### src/rtl/ltu_tick_bin_cnt_pkg.sv
// Shared definitions for the LTU tick-driven binary counter: default width
// and the 2-bit state encoding used by the counter FSM.
package ltu_tick_bin_cnt_pkg;

    localparam int unsigned LTU_CNT_W = 8;

    typedef enum logic [1:0] {
        LTU_CNT_IDLE  = 2'd0,
        LTU_CNT_ARMED = 2'd1,
        LTU_CNT_RUN   = 2'd2,
        LTU_CNT_DONE  = 2'd3
    } ltu_cnt_state_e;

    // Next state ignoring enable and terminal events; load leaves DONE.
    function automatic ltu_cnt_state_e ltu_cnt_step(input ltu_cnt_state_e cur,
                                                     input logic stable,
                                                     input logic load);
        ltu_cnt_state_e nxt;
        nxt = cur;
        case (cur)
            LTU_CNT_IDLE:  nxt = LTU_CNT_ARMED;
            LTU_CNT_ARMED: nxt = stable ? LTU_CNT_RUN : LTU_CNT_ARMED;
            LTU_CNT_RUN:   nxt = stable ? LTU_CNT_RUN : LTU_CNT_ARMED;
            LTU_CNT_DONE:  nxt = load ? LTU_CNT_ARMED : LTU_CNT_DONE;
            default:       nxt = LTU_CNT_IDLE;
        endcase
        return nxt;
    endfunction

endpackage

### src/rtl/ltu_cnt_core.sv
// Combinational next-count / terminal-count logic for the LTU binary counter.
// Up: wrap to 0 at or above limit. Down: wrap to limit at 0, clamp if above limit.
module ltu_cnt_core #(
    parameter int unsigned WIDTH = 8
) (
    input  logic [WIDTH-1:0] count,
    input  logic [WIDTH-1:0] limit,
    input  logic             up_dn,
    output logic [WIDTH-1:0] next_count_c,
    output logic             term_c
);

    // Next value for a qualified tick and whether it is a terminal event.
    always_comb begin
        next_count_c = count;
        term_c       = 1'b0;
        if (up_dn) begin
            if (count >= limit) begin
                next_count_c = '0;
                term_c       = 1'b1;
            end else begin
                next_count_c = count + WIDTH'(1);
            end
        end else begin
            if (count == '0) begin
                next_count_c = limit;
                term_c       = 1'b1;
            end else if (count > limit) begin
                next_count_c = limit;
            end else begin
                next_count_c = count - WIDTH'(1);
            end
        end
    end

endmodule

### src/rtl/ltu_tick_bin_cnt.sv
// Tick-driven up/down binary counter downstream of the LTU tick generator.
// Optional one-shot mode: define LTU_BIN_CNT_ONESHOT_EN to stop in DONE on
// the first terminal event instead of wrapping.
module ltu_tick_bin_cnt
    import ltu_tick_bin_cnt_pkg::*;
#(
    parameter int unsigned WIDTH = LTU_CNT_W
) (
    input  logic             clk,
    input  logic             reset,
    input  logic             enable,
    input  logic             stable,
    input  logic             tick,
    input  logic             up_dn,
    input  logic             load,
    input  logic [WIDTH-1:0] load_val,
    input  logic [WIDTH-1:0] limit,
    output logic [WIDTH-1:0] count,
    output logic             tc,
    output logic             wrapped,
    output logic             running,
    output logic             done
);

    ltu_cnt_state_e   state;
    ltu_cnt_state_e   nxt_state_c;
    logic             qual_tick_c;
    logic [WIDTH-1:0] load_clamp_c;
    logic [WIDTH-1:0] next_count_c;
    logic             term_c;

    ltu_cnt_core #(
        .WIDTH (WIDTH)
    ) u_core (
        .count        (count),
        .limit        (limit),
        .up_dn        (up_dn),
        .next_count_c (next_count_c),
        .term_c       (term_c)
    );

    // Tick qualification, load clamp and base state transition.
    always_comb begin
        qual_tick_c  = (state == LTU_CNT_RUN) && stable && tick;
        load_clamp_c = (load_val > limit) ? limit : load_val;
        nxt_state_c  = ltu_cnt_step(state, stable, load);
    end

`ifdef LTU_BIN_CNT_ONESHOT_EN
    logic [WIDTH-1:0] term_val_c;
    logic             done_q;

    // Value held in DONE: limit when counting up, zero when counting down.
    always_comb begin
        term_val_c = up_dn ? limit : '0;
    end

    // FSM and output registers, one-shot variant.
    always_ff @(posedge clk or negedge reset) begin
        if (!reset) begin
            state   <= LTU_CNT_IDLE;
            count   <= '0;
            tc      <= 1'b0;
            wrapped <= 1'b0;
            running <= 1'b0;
            done_q  <= 1'b0;
        end else if (!enable) begin
            state   <= LTU_CNT_IDLE;
            count   <= '0;
            tc      <= 1'b0;
            wrapped <= 1'b0;
            running <= 1'b0;
            done_q  <= 1'b0;
        end else begin
            tc      <= 1'b0;
            state   <= nxt_state_c;
            running <= (nxt_state_c == LTU_CNT_RUN);
            if (load) begin
                count   <= load_clamp_c;
                wrapped <= 1'b0;
                done_q  <= 1'b0;
            end else if (qual_tick_c) begin
                if (term_c) begin
                    count   <= term_val_c;
                    tc      <= 1'b1;
                    wrapped <= 1'b1;
                    done_q  <= 1'b1;
                    state   <= LTU_CNT_DONE;
                    running <= 1'b0;
                end else begin
                    count <= next_count_c;
                end
            end
        end
    end

    assign done = done_q;
`else
    // FSM and output registers, free-running wrap variant.
    always_ff @(posedge clk or negedge reset) begin
        if (!reset) begin
            state   <= LTU_CNT_IDLE;
            count   <= '0;
            tc      <= 1'b0;
            wrapped <= 1'b0;
            running <= 1'b0;
        end else if (!enable) begin
            state   <= LTU_CNT_IDLE;
            count   <= '0;
            tc      <= 1'b0;
            wrapped <= 1'b0;
            running <= 1'b0;
        end else begin
            tc      <= 1'b0;
            state   <= nxt_state_c;
            running <= (nxt_state_c == LTU_CNT_RUN);
            if (load) begin
                count   <= load_clamp_c;
                wrapped <= 1'b0;
            end else if (qual_tick_c) begin
                count <= next_count_c;
                tc    <= term_c;
                if (term_c) begin
                    wrapped <= 1'b1;
                end
            end
        end
    end

    // DONE is unreachable without the one-shot option.
    assign done = 1'b0;
`endif

endmodule
### config.mk
export PLATFORM = sky130hd
export DESIGN_NAME = ltu_tick_bin_cnt
export DESIGN_NICKNAME = d
export VERILOG_FILES = /design/src/rtl/ltu_tick_bin_cnt_pkg.sv /design/src/rtl/ltu_cnt_core.sv /design/src/rtl/ltu_tick_bin_cnt.sv
export SDC_FILE = /design/constraint.sdc
export NUM_CORES = 1
export LEC_CHECK = 0
export CORE_ASPECT_RATIO = 1.75
export CORE_MARGIN = 8
export CORE_UTILIZATION = 33
export CTS_BUF_LIST = sky130_fd_sc_hd__clkbuf_16
export DETAILED_ROUTE_END_ITERATION = 10
export PLACE_DENSITY_LB_ADDON = 0.05
export SLEW_MARGIN = 5
export SYNTH_ARGS = -nofsm -noshare
export SYNTH_HDL_FRONTEND = slang
export SYNTH_SLANG_ARGS = --single-unit
### constraint.sdc
create_clock -name clk -period 2.3 [get_ports clk]
set_clock_uncertainty 0.05 [all_clocks]
set_input_delay 0.345 -clock clk [delete_from_list [all_inputs] [get_ports clk]]
set_output_delay 0.345 -clock clk [all_outputs]
set_load 0.05 [all_outputs]
==> results.yml <==
clocking:
  cts_made_buffers: 3
  clk_pin_slew_ns: 0.05
  clkLatencyLatePin_ns: 0.25
  cts_tree: "yes"
  ctsLongestPathBuffers: 2
  htree_num_levels: 1
  ctsRootBufferMaster: "clkbuf_16"
  clkSinkCount: 13
global_route:
  grt_pass1_wl_um: 9420
  grt-ovfl-total: 0
  grt_max_degree: 20
  track_usage_pct: 14.8
  antenna_found_initial: 0
  grt_pass1_vias: 1881
timing:
  finalCritPeriodShare_pct: 96.2
  hold_viol_final: 0
  worstMarginPinSlew_ns: 0.743
  setup_viol: 0
  max_slew_margin_pct: 50.4
  setup_ws_ns: 0.0871
  slew_violations: 0
  period_needed_ns: 2.21
  fmax_mhz: 452
routing:
  ant_nets: 0
  dr.pass1.iters: 4
  post_drt_via_cell_ratio: 5.49
  vias: 1740
  drt_wl_total_um: 5790
  drt_iter0_drc: 38
  routedWlPerCell_um: 18.2
  drc: 0
synth:
  ys_top_cells_by_area: "dfrtp_1 (19%), ha_1 (16%), mux2i_1 (5.9%)"
  synth_area_um2: 1700
  syn-num-nets: 242
  ys_seq_area_share_pct: 19.1
  synth_area_per_cell_um2: 8.63
  ys_types: 42
  synthCells: 197
  yosysWarnings: 0
  synth-seq-cells: 13
  yosysTopAreaCellShare_pct: 19.1
  yosysTopAreaCell: "dfrtp_1"
place:
  port_buffers: 33
  placed_cells: 308
  gp_congestion: 0.857
  place_worst_setup_slack_ns: -0.548
  post-dp-hpwl_um: 4600
  dpl-instance-area_um2: 2320
worst_setup_path:
  cpMaxStageDelayCell: "dfrtp_2"
  critPathArrivalTime_ns: 2.31
  endpoint_kind: "register"
  critPathMaxFanout: 6
  start_kind: "register"
  path_cells: "ha_4, nor2b_1, o211ai_1, a21oi_2, buf_4, o211ai_1, o311ai_4, a221oi_2"
  crit_top_cell: "o211ai_1"
  crit_type: "register to register"
  crit_path_max_incr_delay_ns: 0.44
  critPathRequiredTime_ns: 2.40
power_and_ir_drop:
  leakagePower_uw: 0.00114
  peakVddDrop_uv: 384
  power_density_nw_per_um2: 534
finish:
  instances_no_fill: 317
  area_growth_pct: 51.8
  drive_gt1_share_pct: 35.0
  final_nets: 309
  antenna_cells: 0
  stdcell_area_um2: 2580
floorplan:
  die_height_um: 111
  fp-row-count: 34
  dieWidth_um: 70.3
  coreArea_um2: 4980
  start_util_pct: 34.2
  io_pins: 35
  die-area_um2: 7800
status:
  status: "finished, final reports clean"
flow_run:
  cap_violations: 0
hold_path:
  hold_class: "primary input to asynchronous set/reset pin"
-- worst max-delay path: cells and delay by family (launching register included) --
kind            cells  cell delay, ns
flops               1            0.44
buf+inv             1            0.17
compound gates      5            1.05
fa+ha+maj           1            0.26
simple gates        1            0.13
-- metrics by stage --
| step | utilization (%) | hold WS (ns) | total power, µW | setup TNS (ns) |
|---|---|---|---|---|
| floorplan | - | -0.000591 | 739 | 0 |
| global placement | 46.7 | 0.441 | 962 | -4.14 |
| detailed placement | 46.7 | 0.458 | 969 | -4.50 |
| CTS | 50.9 | 0.473 | 1360 | 0 |
| global route | 51.9 | 0.495 | 1450 | -0.0168 |
| finish | 51.9 | 0.455 | 1380 | 0 |
-- layout make-up --
| type | instances | area, µm² |
|---|---|---|
| flip-flops and latches | 13 | 335 |
| well taps | 54 | 67.6 |
| fillers | 490 | 2400 |
| clock buffers | 3 | 75.1 |
| clock inverters | 1 | 3.75 |
| inverters | 16 | 60.1 |
| multi-input cells | 156 | 1390 |
| repair buffers | 74 | 651 |
-- Yosys cell counts --
cell type	n
nor4_2	1
ha_1	22
a221oi_2	6
a31oi_1	2
o21a_1	1
o21ba_1	1
conb_1	1
inv_1	15
nand2_1	13
o31a_1	1
nor3_1	3
a221o_1	1
inv_2	1
o21ai_0	2
a21o_1	2
nand4_1	2
a31oi_2	1
mux2i_1	10
or2_2	1
a211oi_2	1
buf_4	5
or2_1	2
nor2b_1	4
nor2_1	12
or3_1	4
buf_6	3
o211ai_2	2
a21oi_1	16
a221oi_1	3
and3_1	3
dfrtp_1	13
a211oi_1	10
o2111ai_1	1
xnor2_1	2
buf_1	1
nand2b_1	7
nand3_1	2
nor3b_1	1
o211ai_1	10
o311ai_4	1
xor2_1	5
clkbuf_1	3
-- metal layers --
metal	GRT usage (%)	part of all wire, %	vias up
li1	-	-	860
met1	15.1	38	825
met2	28.2	55	45
met3	2.96	4.4	10
met4	4.85	2.0	0
met5	0	0	-
-- report_power, final --
part	internal (µW)	leakage [µW]	switching, µW
registers	253	0.000161	29.6
clock network	231	0.0000423	110
logic	349	0.000937	407
-- timing repair --
action                                 in CTS  in global routing
buffers inserted                            4                  1
setup endpoints to repair                   8                  8
endpoints found under the hold margin       0                  0
hold buffers                                0                  0
resized for setup                          27                 14
cloned                                      0                  0
pin swaps                                  23                 13
-- sequential cells by signal (all words and copies together) (netlist names) --
register and flops:
state 2, wrapped 1, tc 1, running 1, count 8
-- logic make-up after synthesis --
family          after synthesis  synth area share [%]
compound gates               61                  29.7
simple gates                 55                  16.6
buf+inv                      28                  8.61
fa+ha+maj                    22                  16.2
flops                        13                  19.1
mux                          10                  5.89
xor+xnor                      7                  3.61
other cells                   1                 0.221
-- path summary, 6_finish.rpt --
| check | from | end | slack (ns) | cells after the start |
|---|---|---|---|---|
| min reg2reg | wrapped | wrapped | 0.46 | 1 |
| min in group clk | limit[1] | count[1] | 0.46 | 3 |
| max reg2reg | count[1] | count[6] | 0.09 | 8 |
| max | count[1] | count[6] | 0.09 | 8 |
| min | reset | wrapped | 0.46 | 1 |
| max in group asynchronous | reset | count[1] | 1.28 | 1 |
-- layout by cell type, fill, tap and decap left out, types with 3 or more instances in the layout --
| cell | n |
|---|---|
| a211oi_1 | 8 |
| a211oi_2 | 3 |
| a21oi_1 | 14 |
| a221oi_2 | 7 |
| buf_4 | 38 |
| buf_6 | 3 |
| clkbuf_16 | 3 |
| clkdlybuf4s50_1 | 22 |
| dfrtp_1 | 5 |
| dfrtp_2 | 8 |
| dlygate4sd2_1 | 5 |
| dlymetal6s2s_1 | 5 |
| ha_1 | 16 |
| ha_4 | 6 |
| inv_1 | 11 |
| inv_2 | 6 |
| mux2i_1 | 8 |
| nand2_1 | 13 |
| nand2b_1 | 7 |
| nor2_1 | 11 |
| nor2b_1 | 4 |
| nor3_1 | 3 |
| o211ai_1 | 10 |
| or3_4 | 3 |
| xor2_1 | 5 |
No activity file was read; power rests on OpenSTA's default activity.
